--- src/rtl/regfile_dump_reader_pkg.sv ---
// Shared constants and state encoding for the register-file dump reader.
package regfile_dump_reader_pkg;

  localparam int DEF_ADDR_W = 5;
  localparam int DEF_DATA_W = 32;
  localparam int NUM_REGS   = 32;

  typedef enum logic [1:0] {
    ST_IDLE  = 2'd0,
    ST_FETCH = 2'd1,
    ST_HOLD  = 2'd2,
    ST_FIN   = 2'd3
  } state_e;

endpackage

--- src/rtl/regfile_dump_reader_if.sv ---
// Bundle between the dump reader, the register file's spare read port and the
// display/debug consumer. The master modport is the reader's view.
interface regfile_dump_reader_if
  import regfile_dump_reader_pkg::*;
#(
  parameter int ADDR_W = DEF_ADDR_W,
  parameter int DATA_W = DEF_DATA_W
);

  logic              start;
  logic [ADDR_W-1:0] first_reg;
  logic [ADDR_W-1:0] last_reg;
  logic [ADDR_W-1:0] reg_addr;
  logic [DATA_W-1:0] reg_data;
  logic              out_valid;
  logic              out_ready;
  logic [ADDR_W-1:0] out_index;
  logic [DATA_W-1:0] out_data;
  logic              busy;
  logic              done;

  modport master (
    input  start, first_reg, last_reg, reg_data, out_ready,
    output reg_addr, out_valid, out_index, out_data, busy, done
  );

  modport slave (
    output start, first_reg, last_reg, reg_data, out_ready,
    input  reg_addr, out_valid, out_index, out_data, busy, done
  );

endinterface

--- src/rtl/regfile_dump_reader.sv ---
// Walks an index range through the register file's spare read port and streams
// each (index, value) pair over a valid/ready handshake, then pulses done.
module regfile_dump_reader
  import regfile_dump_reader_pkg::*;
#(
  parameter int ADDR_W = DEF_ADDR_W,
  parameter int DATA_W = DEF_DATA_W
) (
  input  logic clk,
  input  logic rst,
  regfile_dump_reader_if.master bus
);

  state_e            state_q, state_d;
  logic [ADDR_W-1:0] addr_q;
  logic [ADDR_W-1:0] last_q;
  logic              valid_q;
  logic [ADDR_W-1:0] index_q;
  logic [DATA_W-1:0] data_q;
  logic              done_q, done_d;

  logic load_range;
  logic capture;
  logic accept;
  logic advance;
  logic at_last;

  assign at_last = (addr_q == last_q);

  always_ff @(posedge clk or posedge rst) begin
    if (rst) begin
      state_q <= ST_IDLE;
    end else begin
      state_q <= state_d;
    end
  end

  always_comb begin
    state_d = state_q;
    unique case (state_q)
      ST_IDLE:  if (bus.start) state_d = ST_FETCH;
      ST_FETCH: state_d = ST_HOLD;
      ST_HOLD:  if (valid_q && bus.out_ready) state_d = at_last ? ST_FIN : ST_FETCH;
      ST_FIN:   state_d = ST_IDLE;
      default:  state_d = ST_IDLE;
    endcase
  end

  always_comb begin
    load_range = (state_q == ST_IDLE) && bus.start;
    capture    = (state_q == ST_FETCH);
    accept     = (state_q == ST_HOLD) && valid_q && bus.out_ready;
    advance    = accept && !at_last;
    done_d     = (state_q == ST_FIN);
  end

  // The address only moves on range load or after an accepted entry, so reg_data
  // is settled for the whole FETCH cycle and the snapshot is clean.
  always_ff @(posedge clk or posedge rst) begin
    if (rst) begin
      addr_q  <= '0;
      last_q  <= '0;
      valid_q <= 1'b0;
      index_q <= '0;
      data_q  <= '0;
      done_q  <= 1'b0;
    end else begin
      if (load_range) begin
        addr_q <= bus.first_reg;
        last_q <= bus.last_reg;
      end else if (advance) begin
        addr_q <= addr_q + ADDR_W'(1);
      end

      if (capture) begin
        data_q  <= bus.reg_data;
        index_q <= addr_q;
        valid_q <= 1'b1;
      end else if (accept) begin
        valid_q <= 1'b0;
      end

      done_q <= done_d;
    end
  end

  assign bus.reg_addr  = addr_q;
  assign bus.out_valid = valid_q;
  assign bus.out_index = index_q;
  assign bus.out_data  = data_q;
  assign bus.busy      = (state_q != ST_IDLE);
  assign bus.done      = done_q;

endmodule

--- src/flat_wrapper.sv ---
// flat-port wrapper written by rule: the top's interface ports become plain ports
module regfile_dump_reader_flat import regfile_dump_reader_pkg::*;
#(
  parameter int ADDR_W = DEF_ADDR_W,
  parameter int DATA_W = DEF_DATA_W
)
  (clk, rst, bus_start, bus_first_reg, bus_last_reg, bus_reg_data, bus_out_ready, bus_reg_addr, bus_out_valid, bus_out_index, bus_out_data, bus_busy, bus_done);
  regfile_dump_reader_if #(.ADDR_W(ADDR_W), .DATA_W(DATA_W)) bus_i ();
  input  logic clk;
  input  logic rst;
  input wire logic [$bits(bus_i.start)-1:0] bus_start;
  input wire logic [$bits(bus_i.first_reg)-1:0] bus_first_reg;
  input wire logic [$bits(bus_i.last_reg)-1:0] bus_last_reg;
  input wire logic [$bits(bus_i.reg_data)-1:0] bus_reg_data;
  input wire logic [$bits(bus_i.out_ready)-1:0] bus_out_ready;
  output wire logic [$bits(bus_i.reg_addr)-1:0] bus_reg_addr;
  output wire logic [$bits(bus_i.out_valid)-1:0] bus_out_valid;
  output wire logic [$bits(bus_i.out_index)-1:0] bus_out_index;
  output wire logic [$bits(bus_i.out_data)-1:0] bus_out_data;
  output wire logic [$bits(bus_i.busy)-1:0] bus_busy;
  output wire logic [$bits(bus_i.done)-1:0] bus_done;
  assign bus_i.start = bus_start;
  assign bus_i.first_reg = bus_first_reg;
  assign bus_i.last_reg = bus_last_reg;
  assign bus_i.reg_data = bus_reg_data;
  assign bus_i.out_ready = bus_out_ready;
  assign bus_reg_addr = bus_i.reg_addr;
  assign bus_out_valid = bus_i.out_valid;
  assign bus_out_index = bus_i.out_index;
  assign bus_out_data = bus_i.out_data;
  assign bus_busy = bus_i.busy;
  assign bus_done = bus_i.done;
  regfile_dump_reader #(.ADDR_W(ADDR_W), .DATA_W(DATA_W)) u_core (.clk(clk), .rst(rst), .bus(bus_i));
endmodule
--- config.mk ---
export PLATFORM = sky130hd
export DESIGN_NAME = regfile_dump_reader_flat
export DESIGN_NICKNAME = d
export VERILOG_FILES = /design/src/rtl/regfile_dump_reader_pkg.sv /design/src/rtl/regfile_dump_reader_if.sv /design/src/rtl/regfile_dump_reader.sv /design/src/flat_wrapper.sv
export SDC_FILE = /design/constraint.sdc
export NUM_CORES = 1
export LEC_CHECK = 0
export CAP_MARGIN = 20
export CELL_PAD_IN_SITES_DETAIL_PLACEMENT = 2
export CELL_PAD_IN_SITES_GLOBAL_PLACEMENT = 2
export CORE_ASPECT_RATIO = 0.75
export CORE_MARGIN = 3
export CORE_UTILIZATION = 28
export CTS_BUF_LIST = sky130_fd_sc_hd__clkbuf_4
export DETAILED_ROUTE_END_ITERATION = 7
export PLACE_DENSITY = 0.83
export SYNTH_ARGS = -nofsm -noshare
export SYNTH_HDL_FRONTEND = slang
export SYNTH_SLANG_ARGS = --single-unit
--- constraint.sdc ---
create_clock -name clk -period 2 [get_ports clk]
set_input_delay 0.4 -clock clk [delete_from_list [all_inputs] [get_ports clk]]
set_output_delay 0.4 -clock clk [all_outputs]
set_load 0.005 [all_outputs]
==> flow_metrics.tcl <==
set metrics [dict create \
    cts.sinks 51 \
    io_pins 91 \
    p_int_uw 3430 \
    swShare_pct 31.2 \
    worstMarginPinSlew_ns 0.463 \
    htree_levels 2 \
    power_frac_seq_pct 38.6 \
    hold_viol_final 0 \
    fin_crit_sh_pct 94.5 \
    synth_edf_count 0 \
    fill_cells 715 \
    criticalPathCategory "register to output port" \
    synth_seq_cells 51 \
    drc 0 \
    final_cell_area_um2 3260 \
    critPathCaptureType "output port" \
    track_usage_pct 13.3 \
    fin_util_pct 46.4 \
    grt_pass1_wl_mm 8.92 \
    cpMaxStageDelayCell "dfrtp_2" \
    synth_area_um2 2100 \
    cp.required_ns 1.60 \
    cts_tree "built" \
    skew_ns 0.0170 \
    cts_buffer_depth 2 \
    finalMaxSlewViolations 0 \
    die_w_um 106 \
    worstPathArrival_ns 1.49 \
    synth.most_common_cell "dfrtp_1" \
    die-height_um 80.9 \
    dpl.hpwl_mm 4.16 \
    power_uw 4990 \
    ys_seq_area_share_pct 60.9 \
    dominantRegCellSynth "dfrtp_1" \
    cts.clk_slew.worst_paths_ns 0.17 \
    grt.overflow.total 0 \
    ant_nets 0 \
    start_util_pct 29.8 \
    coreArea_um2 7030 \
    drt-vias-per-instance 4.48 \
    cp_cell_sequence "nor2_4, inv_1, clkdlybuf4s50_1" \
    drive_gt1_share_pct 24.6 \
    min_path_type "primary input to async pin" \
    synth_top_area_share_pct 60.9 \
    fin_cells 342 \
    gp_congestion 0.703 \
    dpl_cell_area_um2 3140 \
    status "completed" \
    setup_tns_ns 0 \
    grt_pass1_vias 1700 \
    yosys_warnings 0 \
    die_area_um2 8570 \
    syn_nets 190 \
    fmax_ghz 0.529 \
    ir_worst_vdd_uv 539 \
    insertion_delay_ns 0.38 \
    numCtsBuffers 5 \
    wl_per_cell_um 16.1 \
    syn_area_per_cell_um2 14.7 \
    antenna_found_initial 0 \
    rows 26 \
    setup_viol 0 \
    synth.area.top_cells "dfrtp_1 61%, mux2_2 18%, mux2_1 4.3%" \
    clock_power_share_pct 12.5 \
    nets 290 \
    period_needed_ns 1.89 \
    vias 1532 \
    drv_cap 0 \
    comb_power_share_pct 48.8 \
    p_leak_uw 0.00132 \
    antenna_cells 0 \
    relSlewSlack_pct 69.1 \
    dr.pass1.iters 2 \
    grt_max_degree 22 \
    wirelength_mm 5.50 \
    switching_power_uw 1560 \
    cp_max_fo 3 \
    rr_worst_depth 5 \
    dp.cells 331 \
    async_flop_share_pct 100 \
    synth_common_cells "51 x dfrtp_1, 34 x mux2_2, 8 x mux2_1" \
    io_buffers 90 \
    cts-root-buf "clkbuf_4" \
    synthCells 143 \
    p_per_area_nw_per_um2 1530 \
    critPathMaxStageDelay_ns 0.47 \
    ys_types 30 \
    start_kind "register" \
    synthToLayoutAreaGrowth_pct 55.5 \
    synth_top_cell_by_area "dfrtp_1" \
    drt_iter0_markers 36 \
    hold_buffers 0 \
    rsz0062_at_grt "no" \
]
worst paths after layout:
path,endpoint,slack [ns],startpoint
max,bus_busy,0.11,u_core.state_q[0]
min in group clk,u_core.bus.out_data[27],0.51,u_core.bus.out_data[27]
max reg2reg,u_core.bus.reg_addr[2],0.40,u_core.bus.reg_addr[0]
max in group asynchronous,u_core.bus.out_index[1],1.12,rst
min,u_core.bus.out_data[2],0.34,rst
min reg2reg,u_core.bus.out_data[27],0.51,u_core.bus.out_data[27]
sequential cells by signal, summed over array words and instances, names as in the netlist:
register,cells
u_core.bus.done,1
u_core.bus.out_data,32
u_core.bus.out_index,5
u_core.bus.out_valid,1
u_core.bus.reg_addr,5
u_core.last_q,5
u_core.state_q,2
power by group through the flow:
stage / sequential, uW / clock [uW] / combinational, uW
after floorplan: 1930 / 0 / 1120
after global routing: 2020 / 706 / 2660
after detailed placement: 1980 / 0 / 2410
final: 1930 / 625 / 2430
after global placement: 1930 / 0 / 2350
after CTS: 1960 / 660 / 2420
per-stage QoR:
step	hold WS (ns)	worst slack (ns)
floorplan	0.483	0.370
global placement	0.465	0.260
detailed placement	0.481	0.234
CTS	0.349	0.00374
global route	0.370	0.00453
finish	0.342	0.110
cell type report:
cell class | count | area, um2 | area share, %
flip-flops and latches | 51 | 1280 | 39.2
repair buffers | 98 | 973 | 29.9
multi-input cells | 85 | 791 | 24.3
well taps | 98 | 123 | 3.76
clock inverters | 3 | 47.5 | 1.46
clock buffers | 5 | 37.5 | 1.15
inverters | 2 | 7.51 | 0.230
repair_timing:
| item | CTS | global route |
|---|---|---|
| setup buffers | 0 | 3 |
| endpoints found under the setup margin | 1 | 1 |
| resized for setup | 2 | 1 |
per-layer routing:
layer	GRT usage, %	vias up	routed length (um)
met5	0	-	0
met4	2.72	0	34
met3	4.92	5	416
met2	21.9	58	2600
met1	16.9	769	2440
li1	-	700	-
layout by cell type, fill, tap and decap left out, drive strengths merged:
master / netlist / layout
a21o: 1 / 1
a21oi: 3 / 3
a221oi: 1 / 1
a2bb2oi: 1 / 1
a311oi: 1 / 1
and2: 1 / 1
buf: 5 / 8
bufinv: 0 / 1
clkbuf: 0 / 5
clkdlybuf4s50: 0 / 90
clkinv: 0 / 1
dfrtp: 51 / 51
ha: 1 / 1
inv: 2 / 3
mux2: 42 / 42
nand2: 5 / 5
nand2b: 2 / 2
nand3: 3 / 3
nand4b: 1 / 1
nor2: 8 / 8
nor2b: 2 / 2
o21ai: 3 / 3
o21ba: 1 / 1
o22ai: 1 / 1
xnor2: 6 / 6
xor2: 2 / 2
worst max-delay path, delay by kind of cell, from the launching register on:
kind | cells | cell delay [ns]
flops | 1 | 0.47
simple gates | 1 | 0.15
buf+inv | 2 | 0.49
cell families after synthesis:
kind of cell / share of synthesized area (%)
xor+xnor: 3.70
flops: 60.9
buf+inv: 1.97
compound gates: 4.12
simple gates: 6.15
mux: 22.6
fa+ha+maj: 0.597
(Power assumes the default switching activity.)
